$ cat config.mk
export PLATFORM = sky130hd
export DESIGN_NAME = ring_slot_arbiter
export DESIGN_NICKNAME = d
export VERILOG_FILES = /design/src/rtl/ring_slot_arbiter.sv
export SDC_FILE = /design/constraint.sdc
export NUM_CORES = 1
export LEC_CHECK = 0
export ABC_AREA = 1
export BUFFER_PORTS_ARGS = -buffer_cell sky130_fd_sc_hd__buf_2
export CAP_MARGIN = 20
export CORE_ASPECT_RATIO = 0.5
export CORE_MARGIN = 2
export CORE_UTILIZATION = 50
export DETAILED_ROUTE_END_ITERATION = 10
export PLACE_DENSITY = 0.81
export SLEW_MARGIN = 5
export SYNTH_ARGS = -nofsm -noshare
export SYNTH_HDL_FRONTEND = slang
export SYNTH_SLANG_ARGS = --single-unit
$ cat constraint.sdc
create_clock -name i_clk -period 4 [get_ports i_clk]
set_clock_uncertainty 0.15 [all_clocks]
set_input_delay 0.2 -clock i_clk [delete_from_list [all_inputs] [get_ports i_clk]]
set_output_delay 0.2 -clock i_clk [all_outputs]
set_load 0.05 [all_outputs]
$ cat src/rtl/ring_slot_arbiter.sv
// Round-robin arbiter loading one registered ring slot from NUM_CLIENTS requesters,
// with a per-client burst limit and an observable EMPTY/FULL/STALL slot FSM.
module ring_slot_arbiter #(
  parameter int unsigned NUM_CLIENTS = 4,
  parameter int unsigned DATA_WIDTH  = 8,
  parameter int unsigned MAX_BURST   = 4
) (
  input  logic                              i_clk,
  input  logic                              i_rst_n,
  input  logic [NUM_CLIENTS-1:0]            i_req,
  input  logic [NUM_CLIENTS*DATA_WIDTH-1:0] i_data,
  output logic [NUM_CLIENTS-1:0]            o_gnt,
  output logic                              o_valid,
  output logic [DATA_WIDTH-1:0]             o_data,
  output logic [$clog2(NUM_CLIENTS)-1:0]    o_src,
  input  logic                              i_ready
);

  localparam int unsigned PTR_W = $clog2(NUM_CLIENTS);
  localparam int unsigned CNT_W = $clog2(MAX_BURST + 1);

  localparam logic [1:0] ST_EMPTY = 2'd0;
  localparam logic [1:0] ST_FULL  = 2'd1;
  localparam logic [1:0] ST_STALL = 2'd2;

  logic [1:0]            state_q, state_d;
  logic [DATA_WIDTH-1:0] data_q, data_d;
  logic [PTR_W-1:0]      src_q, src_d;
  logic [PTR_W-1:0]      rr_ptr_q, rr_ptr_d;
  logic [PTR_W-1:0]      last_src_q, last_src_d;
  logic [CNT_W-1:0]      burst_cnt_q, burst_cnt_d;

  logic                  accept;
  logic                  grant;
  logic                  win_found;
  logic [PTR_W-1:0]      win_idx;
  logic [PTR_W-1:0]      win_next;
  logic [DATA_WIDTH-1:0] win_data;
  logic [CNT_W-1:0]      cnt_upd;
  int unsigned           idx;

  assign accept = (state_q == ST_EMPTY) | i_ready;

  // First requester at or after rr_ptr, searching upward modulo NUM_CLIENTS.
  always_comb begin
    win_found = 1'b0;
    win_idx   = '0;
    idx       = 0;
    for (int unsigned i = 0; i < NUM_CLIENTS; i++) begin
      idx = 32'(rr_ptr_q) + i;
      if (idx >= NUM_CLIENTS) idx = idx - NUM_CLIENTS;
      if (!win_found && i_req[PTR_W'(idx)]) begin
        win_found = 1'b1;
        win_idx   = PTR_W'(idx);
      end
    end
  end

  // Reset gating makes the grant drop asynchronously with i_rst_n.
  assign grant = accept & win_found & i_rst_n;

  always_comb begin
    o_gnt = '0;
    if (grant) o_gnt[win_idx] = 1'b1;
  end

  always_comb begin
    win_data = '0;
    for (int unsigned k = 0; k < NUM_CLIENTS; k++) begin
      if (win_idx == PTR_W'(k)) win_data = i_data[k*DATA_WIDTH +: DATA_WIDTH];
    end
  end

  assign win_next = (win_idx == PTR_W'(NUM_CLIENTS - 1)) ? '0 : win_idx + PTR_W'(1);

  // Slot FSM plus load, burst and pointer bookkeeping.
  always_comb begin
    state_d     = state_q;
    data_d      = data_q;
    src_d       = src_q;
    rr_ptr_d    = rr_ptr_q;
    last_src_d  = last_src_q;
    burst_cnt_d = burst_cnt_q;
    cnt_upd     = '0;

    case (state_q)
      ST_EMPTY: begin
        if (grant) state_d = ST_FULL;
      end
      ST_FULL, ST_STALL: begin
        if (i_ready) state_d = grant ? ST_FULL : ST_EMPTY;
        else         state_d = ST_STALL;
      end
      default: state_d = ST_EMPTY;
    endcase

    if (grant) begin
      data_d     = win_data;
      src_d      = win_idx;
      last_src_d = win_idx;
      if (win_idx == last_src_q && burst_cnt_q < CNT_W'(MAX_BURST)) cnt_upd = burst_cnt_q + CNT_W'(1);
      else                                                           cnt_upd = CNT_W'(1);
      // Burst exhausted: hand priority to the next index.
      if (cnt_upd == CNT_W'(MAX_BURST)) begin
        rr_ptr_d    = win_next;
        burst_cnt_d = '0;
      end else begin
        rr_ptr_d    = win_idx;
        burst_cnt_d = cnt_upd;
      end
    end
  end

  always_ff @(posedge i_clk or negedge i_rst_n) begin
    if (!i_rst_n) begin
      state_q     <= ST_EMPTY;
      data_q      <= '0;
      src_q       <= '0;
      rr_ptr_q    <= '0;
      last_src_q  <= '0;
      burst_cnt_q <= '0;
    end else begin
      state_q     <= state_d;
      data_q      <= data_d;
      src_q       <= src_d;
      rr_ptr_q    <= rr_ptr_d;
      last_src_q  <= last_src_d;
      burst_cnt_q <= burst_cnt_d;
    end
  end

  assign o_valid = (state_q != ST_EMPTY);
  assign o_data  = data_q;
  assign o_src   = src_q;

endmodule

# After elaboration in Yosys (flattened, before gate mapping)

Cells that the tools add are included.

Flip-flop bits (word level): 17
Bits in latches: 0
Bits in writable memories: 0
Bits in read-only memories: 0
Input port bits: 39
Output and inout bits: 15
Logic and storage cells: 84
Memories kept: 0

Add/sub/neg operators: 9
$mul: 0
Div/mod/pow operators: 0
Magnitude comparators: 11
Equality and inequality tests: 8
Shift-type cells: 0
Mux-type cells: 36
Bitwise gates (word level): 3
Reduce and logical (&&, ||, !) cells: 12

Operator list:

| kind                                                                                | number |
|---|---|
| 8-bit 2-to-1 mux                                                                    | 4 |
| 2-bit 2-to-1 mux                                                                    | 12 |
| 2-bit by 3-bit < comparator with 1-bit output, second input constant                | 5 |
| 1-bit 2-to-1 mux                                                                    | 10 |
| 3-bit greater-or-equal comparator, second input constant                            | 3 |
| 3-bit 2-to-1 mux                                                                    | 3 |
| 1-bit binary-select mux with 2-bit select                                           | 4 |
| 2-bit by 1-bit subtractor with 2-bit output, second input constant                  | 4 |
| 2-bit by 2-bit adder with 3-bit output, second input constant                       | 2 |
| 2-bit == test, second input constant                                                | 3 |
| 1-bit logical AND                                                                   | 5 |
| 2-bit by 1-bit == test with 1-bit output, second input constant                     | 2 |
| 2-bit logical NOT                                                                   | 2 |
| 4-bit 2-to-1 mux                                                                    | 1 |
| 2-bit one-hot mux with 2 select lines                                               | 1 |
| 2-bit by 1-bit adder with 3-bit output, second input constant                       | 1 |
| 3-bit by 1-bit adder with 3-bit output, second input constant                       | 1 |
| 3-bit == test, second input constant                                                | 1 |
| 2-bit by 3-bit greater-or-equal comparator with 1-bit output, second input constant | 1 |
| 1-bit logical NOT                                                                   | 3 |
| 3-bit < comparator, second input constant                                           | 1 |
| 2-bit by 1-bit adder with 2-bit output, second input constant                       | 1 |
| 1-bit AND                                                                           | 2 |
| 1-bit demux with 2-bit select                                                       | 1 |
| 6 further kinds                                                                     | 6 |

# Logic depth before layout (Yosys ltp)

Depth after elaboration: 20
Gate-level depth with buffers: 20
Gate-level depth less buffers: 18

# Worst setup path before layout

OpenSTA, ideal clock, no wires.

Kind: register -> output
From: register rr_ptr_q[0]
To: output o_gnt[1]
Data arrival time: 2.502 ns
Required time: 3.650 ns
Path slack: 1.148 ns
Stages on the path, launching flop included: 15
Path buffers: 2
Path through: dfrtp_1 buf_6 inv_8 nand2_1 nand3_1 nand2_2 inv_1 nand2_1 nand2_1 nand3_2 inv_1 ha_1 clkbuf_1 clkinv_1 nor2_1

Word-level cells in the longest chain between the ends: 19
Elaborated cells between the ends (all ways): 45
Those cells by class: 7 x add/sub; 6 x order compare; 23 x mux; 2 x bitwise; 7 x reduce/logical

RTL lines:

| element                                                                                                                                             | line | RTL |
|---|---|---|
| start: declaration                                                                                                                                  | 29   | `logic [PTR_W-1:0] rr_ptr_q, rr_ptr_d;` |
| start signal: assignment                                                                                                                            | 126  | `rr_ptr_q <= rr_ptr_d;` |
| parallel branches: the longest is 13 deep, another holds 2-bit by 1-bit adder with 3-bit output                                                     | --   |  |
| 2-bit 2-to-1 mux (*)                                                                                                                                | 52   | `if (!win_found && i_req[PTR_W'(idx)]) begin` |
| named net win_idx[0]                                                                                                                                | 36   | `logic [PTR_W-1:0] win_idx;` |
| 2-bit by 3-bit < comparator with 1-bit output (implied by the code) or 2-bit by 1-bit greater-or-equal comparator with 1-bit output (tied branches) | 64   | `if (grant) o_gnt[win_idx] = 1'b1;` |
| 1-bit logical AND (implied by the code)                                                                                                             | 64   |  |
| 1-bit 2-to-1 mux (implied by the code)                                                                                                              | 64   |  |
| 1-bit demux with 2-bit select (*)                                                                                                                   | 64   |  |
| 4-bit 2-to-1 mux (*)                                                                                                                                | 64   |  |
| end: declaration                                                                                                                                    | 12   | `output logic [NUM_CLIENTS-1:0] o_gnt,` |

Mark *: on every way through the listed nets, which the timed path passes. The select of a mux whose other input is x is not followed.

# Final worst setup path

Ends and elaborated chain as after synthesis.

==> results.toml <==
[timing]
worst_slew_pin_slew_ns = 0.450
final-setup-viol-count = 0
period_share = 0.778
rsz0062_at_grt = "false"
final.min_clock_period_ns = 3.11
drv_slew = 0
max_slew_margin = 0.700
finalHoldViolations = 0
hold_ws_ns = 0.0114
setup_tns_ns = 0
fmax_mhz = 321

[clock_tree]
cts_buffers = 3
path_clk_slew_ns = 0.07
cts_tree = "done"
root_buffer = "clkbuf_8"
htree_levels = 1
clk_path_buf_depth = 2
clock_sinks = 17
cts_resized = 0
clk_latency_ns = 0.25

[detailed_routing]
ant_nets = 0
route.met3.wl_um = 237
routed-wl-met2_um = 1570
finalWirelength_um = 3340
wl_met1_um = 1490
first_pass_iters = 4
drtIter0Drc = 38
num_vias = 1518
highest_layer = "met4"
drc = 0
wl_per_cell_um = 10.9
via_per_inst = 4.96

[placement]
dp.cells = 301
gp_congestion = 0.877
hpwlAfterDp_um = 2660
portBuffers = 53

[floorplan]
initial_core_util = 0.543
core_area_mm2 = 0.00268
die_w_um = 80.3
num_rows = 13
pin_count = 54
die_y_um = 42.2
die-area_mm2 = 0.00339

[synth]
syn-cell-area_mm2 = 0.00146
ys_warn_count = 0
synthFlopType = "dfrtp_1"
synth_edf_count = 0
synthCells = 218
async_reset_ff_frac = 1.00
syn_area_per_cell_um2 = 6.68
synth_fp_nets = 264
ys_seq_elements = 17
ys_seq_area_frac = 0.292
synth_cell_types = 23

[worst_setup_path]
rr_worst_depth = 16
setup.worst_path.class = "register to output port"
timing.rr.start = "rr_ptr_q[0]"
crit_fanout = 10
endpoint_kind = "output port"
r2r_end = "o_data[7]"
required_ns = 3.65
cp.arrival_ns = 2.76
regToRegSetupSlack_ns = 1.06
crit_path_start_kind = "register"

[final_layout]
area_delta_synth_final_pct = 22.9
fin_cells = 306
num-nets-final = 316
layout-drive-gt1-share = 0.312
n_antenna_cell = 0
utilization = 0.667

[outcome]
status = "finished, final reports clean"

[run]
maxCapViolCount = 0

[worst_hold_path]
min_delay_path_depth = 2
hold_path_end = "state_q[1]"
hp-start = "i_ready"
min_path_type = "input port to register"

[grt]
grt_usage = 0.209
grt-ovfl-total = 0
antenna_found_initial = 0
grt_pass1_vias = 1365
grt_pass1_wl_um = 5640
grt_max_degree = 24
-- worst max-delay path by stage --
stage | start | to | slack [ns] | cells past startpoint
2_1_floorplan | rr_ptr_q[0] | o_gnt[1] | 1.15 | 14
3_3_place_gp | rr_ptr_q[0] | o_data[7] | 1.26 | 16
3_5_place_dp | rr_ptr_q[0] | o_data[7] | 1.14 | 16
4_1_cts | rr_ptr_q[0] | o_gnt[1] | 0.91 | 12
5_1_grt | rr_ptr_q[0] | o_gnt[1] | 0.61 | 14
6_report | rr_ptr_q[0] | o_gnt[1] | 0.89 | 12
-- worst max-delay path: stages (launching register included) --
cell and delay (ns):
dfrtp_1 0.62, inv_8 0.08, nand2_1 0.10, nand3_1 0.10, nand2_2 0.12, inv_1 0.06, nand3_1 0.11, nand3_2 0.13
inv_1 0.14, ha_1 0.34, clkinv_1 0.29, nor2_1 0.15, buf_2 0.27
-- repair_timing --
item | in CTS | in global routing
hold buffers | 1 | 0
buffers inserted | 0 | 0
hold endpoints to repair | 17 | 0
-- registers in the layout (all words and copies together) (netlist names) --
name / flops
last_src_q: 2
o_data: 8
state_q: 2
burst_cnt_q: 3
rr_ptr_q: 2
-- layout by cell type (no fill, tap or decap) --
master,count
o21ai_1,12
nor2_4,3
nor2_1,9
nand4_2,1
nand4_1,2
a21oi_1,8
o21ai_0,20
inv_8,1
nand2_1,67
buf_2,53
inv_2,4
a31oi_1,1
clkinv_1,1
nand3_1,17
nand3_2,5
nand2_2,8
clkbuf_8,3
inv_1,21
clkinv_2,1
ha_1,7
o22ai_1,2
dfrtp_1,17
nand2_4,4
dlygate4sd3_1,1
buf_4,1
-- logic make-up after synthesis --
kind of cell	count (synthesis)	share of synthesized area
compound gates	43	0.150
fa+ha+maj	7	0.0601
buf+inv	35	0.103
flops	17	0.292
simple gates	116	0.394
-- synth_stat cells (all sizes together), types with 2 or more instances --
| master | count | area (µm²) |
|---|---|---|
| o21ai | 32 | 160 |
| o22ai | 2 | 12.5 |
| clkbuf | 4 | 15.0 |
| inv | 26 | 105 |
| nand3 | 22 | 135 |
| nand4 | 3 | 25.0 |
| dfrtp | 17 | 425 |
| buf | 4 | 26.3 |
| nor2 | 12 | 67.6 |
| a21oi | 8 | 40.0 |
| ha | 7 | 87.6 |
| nand2 | 79 | 347 |
-- stage by stage --
step	setup WS, ns	area (µm²)
6_report	0.889	1790
5_1_grt	0.611	1790
3_3_place_gp	1.26	1730
4_1_cts	0.905	1790
3_5_place_dp	1.14	1730
2_1_floorplan	1.15	1460
-- metal layers --
layer,track usage,vias up
li1,-,804
met1,0.250,665
met2,0.367,43
met3,0.0625,6
met4,0.0542,0
met5,0,-
-- final cells by class --
cell class,count,area (µm²)
fillers,249,893
multi-input cells,166,881
flip-flops and latches,17,425
repair buffers,55,283
inverters,27,109
well taps,37,46.3
clock buffers,3,41.3
clock inverters,1,5.00
Power is not shown: default switching activity piles up to over one toggle a cycle in this logic, so the estimate is an artifact.
